<file path="config.mk">
export PLATFORM = sky130hd
export DESIGN_NAME = mips_load_store_unit
export DESIGN_NICKNAME = d
export VERILOG_FILES = /design/src/rtl/mips_load_store_unit.sv
export SDC_FILE = /design/constraint.sdc
export NUM_CORES = 1
export LEC_CHECK = 0
export ABC_CLOCK_PERIOD_IN_PS = 7300
export BUFFER_PORTS_ARGS = -buffer_cell sky130_fd_sc_hd__buf_2
export CAP_MARGIN = 30
export CORE_UTILIZATION = 30
export CTS_BUF_LIST = sky130_fd_sc_hd__clkbuf_16
export DETAILED_ROUTE_END_ITERATION = 12
export PLACE_DENSITY = 0.5
export SYNTH_ARGS = -nofsm -noshare
export SYNTH_HDL_FRONTEND = slang
export SYNTH_SLANG_ARGS = --single-unit
</file>
<file path="constraint.sdc">
create_clock -name clk -period 7.3 [get_ports clk]
set_input_delay 1.095 -clock clk [delete_from_list [all_inputs] [get_ports clk]]
set_output_delay 1.095 -clock clk [all_outputs]
set_load 0.02 [all_outputs]
</file>
<file path="src/rtl/mips_load_store_unit.sv">
// Load/store initiator for a word-organised data memory: byte/half/word accesses,
// read-modify-write for sub-word stores, big-endian lane selection.
module mips_load_store_unit #(
    parameter int MEM_INDEX_BITS = 8
) (
    input  logic        clk,
    input  logic        reset,
    input  logic        req_valid,
    output logic        req_ready,
    input  logic        req_write,
    input  logic [1:0]  req_size,
    input  logic        req_signed,
    input  logic [31:0] req_addr,
    input  logic [31:0] req_wdata,
    output logic        resp_valid,
    output logic [31:0] resp_rdata,
    output logic        resp_error,
    output logic        mem_write_enable,
    output logic        mem_read_enable,
    output logic [31:0] mem_addr,
    output logic [31:0] mem_wdata,
    input  logic [31:0] mem_rdata
);
    localparam logic [1:0] SZ_BYTE = 2'b00;
    localparam logic [1:0] SZ_HALF = 2'b01;
    localparam logic [1:0] SZ_WORD = 2'b10;

    typedef enum logic [1:0] {IDLE, READ, WRITE, RESP} state_t;

    state_t      state, next_state;
    logic [31:0] addr_q, wdata_q, buf_q;
    logic [1:0]  size_q;
    logic        signed_q, write_q, err_q;
    logic        accept, req_err;
    logic [4:0]  byte_sh, half_sh;
    logic [7:0]  ld_byte;
    logic [15:0] ld_half;
    logic [31:0] ld_ext, merged;

    assign accept = (state == IDLE) && req_valid;

    always_comb begin
        req_err = (req_size == 2'b11)
                | ((req_size == SZ_HALF) && req_addr[0])
                | ((req_size == SZ_WORD) && (req_addr[1:0] != 2'b00))
                | ((req_addr >> (MEM_INDEX_BITS + 2)) != 32'd0);
    end

    always_ff @(posedge clk or posedge reset) begin
        if (reset) state <= IDLE;
        else       state <= next_state;
    end

    always_comb begin
        next_state = state;
        case (state)
            IDLE: if (req_valid) begin
                if (req_err)                                   next_state = RESP;
                else if (req_write && (req_size == SZ_WORD))   next_state = WRITE;
                else                                           next_state = READ;
            end
            READ:  next_state = write_q ? WRITE : RESP;
            WRITE: next_state = RESP;
            RESP:  next_state = IDLE;
            default: next_state = IDLE;
        endcase
    end

    always_ff @(posedge clk or posedge reset) begin
        if (reset) begin
            addr_q   <= '0;
            wdata_q  <= '0;
            buf_q    <= '0;
            size_q   <= '0;
            signed_q <= 1'b0;
            write_q  <= 1'b0;
            err_q    <= 1'b0;
        end else begin
            if (accept) begin
                addr_q   <= req_addr;
                wdata_q  <= req_wdata;
                size_q   <= req_size;
                signed_q <= req_signed;
                write_q  <= req_write;
                err_q    <= req_err;
            end
            if (state == READ) buf_q <= mem_rdata;
        end
    end

    // Big-endian: byte offset 0 lives in the top lane, so the shift is (3 - offset) lanes.
    assign byte_sh = {~addr_q[1:0], 3'b000};
    assign half_sh = {~addr_q[1], 4'b0000};
    assign ld_byte = 8'(buf_q >> byte_sh);
    assign ld_half = 16'(buf_q >> half_sh);

    always_comb begin
        case (size_q)
            SZ_BYTE: ld_ext = {{24{signed_q & ld_byte[7]}}, ld_byte};
            SZ_HALF: ld_ext = {{16{signed_q & ld_half[15]}}, ld_half};
            default: ld_ext = buf_q;
        endcase
    end

    always_comb begin
        case (size_q)
            SZ_BYTE: merged = (buf_q & ~(32'h0000_00FF << byte_sh)) | ({24'd0, wdata_q[7:0]} << byte_sh);
            SZ_HALF: merged = (buf_q & ~(32'h0000_FFFF << half_sh)) | ({16'd0, wdata_q[15:0]} << half_sh);
            default: merged = wdata_q;
        endcase
    end

    always_comb begin
        req_ready        = (state == IDLE);
        mem_read_enable  = (state == READ);
        mem_write_enable = (state == WRITE);
        mem_addr         = (state == IDLE) ? 32'd0 : {2'b00, addr_q[31:2]};
        mem_wdata        = (state == WRITE) ? merged : 32'd0;
        resp_valid       = (state == RESP);
        resp_error       = (state == RESP) && err_q;
        resp_rdata       = ((state == RESP) && !err_q && !write_q) ? ld_ext : 32'd0;
    end
endmodule

</file>
==> impl_metrics.toml, run 1 <==
[place]
dp_slack_ns = 3.720
placedCellCount = 995
place.gp.congestion = 0.8875
port_buffers = 201
dp_hpwl_microns = 14100

[grt]
overflow = 0
grt_max_degree = 74
antenna_found_initial = 3
grt_pass1_vias = 4926
grt_use_total = 0.1875
grt_pass1_wl_microns = 28620

[critical_path]
cp_num_buf_inv = 2
crit_chain = "buf_4 > nor2b_1 > a221oi_1 > a311o_1 > nand2_1 > buf_2"
path_class = "flop to output pin"
crit_path_end_kind = "output pin"
cpPeakStageDelay_ns = 0.87
start_kind = "flop"
cp_top_family = "flip-flops"
cp_slowest_cell = "dfrtp_1"
reg2reg_slack_ns = 4.60
cp.arrival_ns = 2.86
crit_required_ns = 6.20
cp_max_fo = 29

[sta]
setup_slack_ns = 3.343
slew_headroom = 0.3478
finClkSkew_ns = 0.005951
worstMarginPinSlew_ns = 0.9772
final_max_slew_viol_count = 0
finalCriticalPeriod_ns = 3.957
finalCritPeriodShare = 0.5421
finalHoldViolCount = 0
setup_tns_ns = 0
fmaxAchievable_mhz = 252.7
rsz0062_at_grt = "false"
setup_violations = 0

[run]
drv_cap = 0

[die]
rows = 51
fp.dieW_microns = 142.9
dieArea_sq_mm = 0.02041
die_h_microns = 142.9
core_sq_mm = 0.01946
pin_count = 204
initial_core_util = 0.3059

[power_and_ir_drop]
p_leak_nw = 3.658
ir_drop_v = 0.0002200
powerDensity_mw_per_mm2 = 496.7

[final_layout]
fin_cells = 1014
area_growth_pct = 24.93
fin_nets = 849
drive_gt1_frac = 0.4538

[logic_synthesis]
ys_ff_latch = 103
yosysMostFrequentCell = "dfrtp_1"
synthCells = 568
synth_enable_flop_cells = 0
netlist_top_cells_area = "dfrtp_1 43%, mux2_2 19%, nor2b_1 5.0%, nand2_1 4.5%, mux2i_1 2.9%"
netlist_area_sq_mm = 0.005953
ys_seq_area_frac = 0.4330
yosys_most_used_dff = "dfrtp_1"
yosysWarnings = 0
synth.top_cell.area_share = 0.4330
syn_avg_cell_area_sq_um = 10.48
synth_cell_types = 43
synthTopCellsByCount = "103 x dfrtp_1, 100 x mux2_2, 71 x nand2_1"
synthArstFlopShare = 1.000
yosysTopAreaCell = "dfrtp_1"

[cts]
cts_root_buffer = "clkbuf_16"
post_cts_buffers = 0
cts_sinks = 103
ctsResizeCount = 0
clkLatencyLatePin_ns = 0.36
cts_buffer_depth = 2
numCtsBuffers = 9
cts_tree = "built"
clk_pin_slew_worst_paths_ns = 0.08
htreeDepth = 3
cts_hold_buf = 0

[route]
drc = 0
vias_per_cell = 5.046
vias = 5117
drtPass1Iterations = 5
ant_nets = 0
drt_wl_total_microns = 18830
dr.first_iter.drc_count = 378
wl_per_cell_microns = 18.57

[outcome]
outcome = "complete, no violations"

[min_path]
hold_path.class = "flop to flop"
## kinds of logic after synthesis
group / after synthesis / share of synthesized area
multiplexers: 118 / 0.2215
adder cells (fa/ha/maj): 4 / 0.008407
AO/OA/AOI/OAI: 115 / 0.1480
other: 1 / 0.0006299
AND/OR/NAND/NOR: 167 / 0.1400
buffers and inverters: 60 / 0.04855
flip-flops: 103 / 0.4330
## through the flow
stage	hold slack, ns	power [mW]	util	area [sq um]
detailed placement	0.4848	3.223	0.3656	7116
floorplan	0.4711	2.590	-	5957
global route	0.5234	3.954	0.3820	7435
finish	0.5034	3.694	0.3821	7437
global placement	0.4796	3.195	0.3652	7108
CTS	0.5094	3.725	0.3805	7405
## state kept, by name, summed over array words and instances (netlist names)
register,cells
buf_q,32
write_q,1
err_q,1
signed_q,1
state,2
wdata_q,32
addr_q,32
size_q,2
## per-layer routing
metal  vias up  wire length, microns  GRT usage
li1       2387                     -          -
met1      2460                  8213     0.2412
met2       239                  8749     0.3031
met3        27                  1461    0.04863
met4         4                   368    0.06678
met5         -                    33          0
## path summary, 6_finish.rpt
kind,start,to,cells past startpoint
worst max-delay path,addr_q[1],resp_rdata[25],6
worst min-delay path,addr_q[21],addr_q[21],1
worst max register to register,state[0],wdata_q[17],6
worst min register to register,addr_q[21],addr_q[21],1
max in group asynchronous,reset,signed_q,4
min in group asynchronous,reset,addr_q[5],2
## cell type report
cell class / instances / area (sq um)
inverters: 12 / 47.55
fillers: 2014 / 12030
multi-input cells: 406 / 3093
diodes: 2 / 5.005
flip-flops and latches: 103 / 2577
clock inverters: 7 / 63.81
well taps: 265 / 331.6
clock buffers: 9 / 225.2
repair buffers: 210 / 1094
## report_power, final
group / switching [mW] / total, mW / internal (mW)
logic: 1.11 / 1.98 / 0.872
registers: 0.371 / 1.24 / 0.864
clock network: 0.241 / 0.480 / 0.240
## placed cells by master (no fill, tap or decap), types with 3 or more instances in the layout
master     count
mux2i_1       17
buf_2        201
o221a_2        7
a2111oi_0      7
nand2_1       70
o211a_1       16
mux2_2       100
buf_4          8
nor3b_1        9
a21boi_0       8
a22oi_1        8
a211oi_1       7
nor4_1         5
a221oi_1       9
nor2b_1       48
a21oi_1       11
clkbuf_16      9
a221o_1        8
dfrtp_1      103
o21ai_0       26
inv_1         11
ha_1           4
nor3_1         3
nor2_1        23
Power figures use the tool's default switching activity.
==> inputs of run 2 (changes only) <==
Settings changed: ABC_AREA from default to 1, ABC_CLOCK_PERIOD_IN_PS 7300 to 3900.
Clock period 7.3 ns to 3.9 ns, I/O delays scaled along.
==> run 2 against run 1 <==
Flip-flop and latch count unchanged. First-iteration DRC count decreased by 26%. Combinational power increased by 87%. Utilization increased by 0.25 points. Non-clock buffer count increased by 2. Synthesized area increased by 3.0%. Wire length increased by 13%. Largest power group unchanged. Sequential share of layout area decreased by 0.67 points.
==> impl_metrics.toml, run 2 <==
[outcome]
outcome = "complete, no violations"

[final_layout]
fin_nets = 1152
fin_util = 0.3846
layout_commonest_cell = "nand2_1"
area_growth_pct = 23.72
drive_gt1_frac = 0.2571
n_fill_cell = 2160
finish.instance_area_sq_mm = 0.007584
largest_registers = "addr_q: 32 flops, buf_q: 32 flops, wdata_q: 32 flops"
mostFrequentLayoutCells = "220 x nand2_1, 201 x buf_2, 161 x o21ai_0"

[critical_path]
cpMostUsedCell = "nand2_2"
cp_slowest_cell = "dfrtp_1"
cp.arrival_ns = 2.57
crit_path_end_kind = "output pin"
crit_required_ns = 3.31
crit_chain = "buf_4 > nor2_4 > nand2_4 > inv_2 > nand2_1 > nand2_2 > nand2_2 > a21oi_2 > buf_2"
cp_max_fo = 24
cp_num_cells = 9
start_kind = "flop"
worstRegToRegCells = 10
path_class = "flop to output pin"
cp_num_buf_inv = 3
cpPeakStageDelay_ns = 0.38
cp_top_family = "simple AND/OR/NAND/NOR gates"

[logic_synthesis]
syn_avg_cell_area_sq_um = 6.989
ys_seq_area_frac = 0.4205
yosysWarnings = 0
synth.top_cell.area_share = 0.4205
synth_cell_types = 26
yosysTopAreaCell = "dfrtp_1"
synth_enable_flop_cells = 0
synthTopCellsByCount = "221 x nand2_1, 161 x o21ai_0, 122 x nor2_1"
yosysMostFrequentCell = "nand2_1"
synthArstFlopShare = 1.000
ys_ff_latch = 103
yosys_most_used_dff = "dfrtp_1"
netlist_top_cells_area = "dfrtp_1 42%, nand2_1 14%, o21ai_0 13%, nor2_1 7.5%, inv_1 5.8%"
netlist_area_sq_mm = 0.006130
synthCells = 877

[place]
place.gp.congestion = 0.8693
dpl-instance-area_sq_mm = 0.007306
port_buffers = 201
dp_hpwl_microns = 15840
dp_slack_ns = 1.127

[route]
dr.first_iter.drc_count = 279
drt_wl_total_microns = 21250
vias_per_cell = 4.727
drtPass1Iterations = 5
wl_per_cell_microns = 16.14
vias = 6226
drc = 0
ant_nets = 0

[die]
die_h_microns = 144.9
fp.dieW_microns = 144.9
core_sq_mm = 0.01972
initial_core_util = 0.3109
rows = 51
pin_count = 204
dieArea_sq_mm = 0.02101

[grt]
grt_pass1_wl_microns = 33040
grt_max_degree = 66
grt_pass1_vias = 5937
antenna_found_initial = 4
overflow = 0
grt_use_total = 0.2038

[cts]
cts_sinks = 103
htreeDepth = 3
cts_tree = "built"
post_cts_buffers = 0
cts_root_buffer = "clkbuf_16"
cts_buffer_depth = 2
ctsResizeCount = 0
clkLatencyLatePin_ns = 0.36
clk_pin_slew_worst_paths_ns = 0.08
numCtsBuffers = 9
cts_hold_buf = 0

[sta]
finClkSkew_ns = 0.008769
worstMarginPinSlew_ns = 0.8006
setup_violations = 0
setup_slack_ns = 0.7437
finalCritPeriodShare = 0.8093
finalCriticalPeriod_ns = 3.156
finalHoldViolCount = 0
slew_headroom = 0.4662
fmaxAchievable_mhz = 316.8
final_max_slew_viol_count = 0
rsz0062_at_grt = "false"
setup_tns_ns = 0

[power_and_ir_drop]
internal-power_mw = 3.153
swShare = 0.5270
p_switching_mw = 3.513
p_seq_frac = 0.313
total_power_mw = 6.667
ir_drop_v = 0.0004140
p_clk_frac = 0.132
powerDensity_mw_per_mm2 = 879.1
p_leak_nw = 3.959
p_comb_frac = 0.555

[min_path]
hold_path.class = "input pin to asynchronous set/reset pin"

[run]
drv_cap = 0
## run 2: cell count changes after synthesis, sizes merged, moves of 57 or more
cell   before  now
mux2      100    5
nand2      71  227
inv        12   99
o21ai      26  161
nor2       24  125
a21oi      11   68
## run 2: kinds of logic after synthesis
group / count (synthesis) / share of synthesized area
adder cells (fa/ha/maj): 4 / 0.008165
AO/OA/AOI/OAI: 254 / 0.2282
other: 1 / 0.0006118
AND/OR/NAND/NOR: 355 / 0.2249
multiplexers: 5 / 0.009185
flip-flops: 103 / 0.4205
buffers and inverters: 155 / 0.1084
## run 2: final cells by class
class	count	area [sq um]	share of cell area
diodes	2	5.005	0.0006600
clock buffers	9	225.2	0.02970
clock inverters	7	47.55	0.006270
inverters	99	379.1	0.04999
multi-input cells	620	2897	0.3820
flip-flops and latches	103	2577	0.3399
well taps	265	331.6	0.04372
repair buffers	212	1121	0.1478
## run 2: metal layers
| layer | up-vias | wire length [microns] | global-route usage |
|---|---|---|---|
| li1 | 3122 | - | - |
| met2 | 221 | 9898 | 0.3344 |
| met4 | 6 | 384 | 0.06223 |
| met1 | 2847 | 9346 | 0.2596 |
| met3 | 30 | 1580 | 0.05566 |
| met5 | - | 41 | 0 |
## run 2: worst register-to-register path, delay by kind of cell, from the launching register on
kind,cells,cell delay (ns)
flops,1,0.40
buf+inv,4,1.07
compound gates,1,0.07
fa+ha+maj,1,0.15
simple gates,4,0.33
## run 2: power by group through the flow
stage	logic, mW	registers, mW	clock network (mW)
floorplan	2.74	1.86	0
global placement	3.65	2.10	0
detailed placement	3.72	2.10	0
CTS	3.73	2.09	0.908
global route	4.15	2.14	0.937
finish	3.70	2.08	0.880
## run 2: metrics by stage
step,instances,hold slack [ns]
5_1_grt,1316,0.4163
2_1_floorplan,878,0.4492
4_1_cts,1315,0.4042
3_3_place_gp,1297,0.4661
6_report,1317,0.3743
3_5_place_dp,1299,0.4671
## run 2: worst paths after layout
path                                     from             end  slack (ns)
worst max-delay path                size_q[1]  resp_rdata[12]        0.74
worst min-delay path                    reset       addr_q[2]        0.37
worst max register to register       state[1]        state[0]        1.84
worst min register to register     addr_q[24]      addr_q[24]        0.48
max in group asynchronous               reset     wdata_q[18]        2.65
min in group clk                req_wdata[15]     wdata_q[15]        0.42
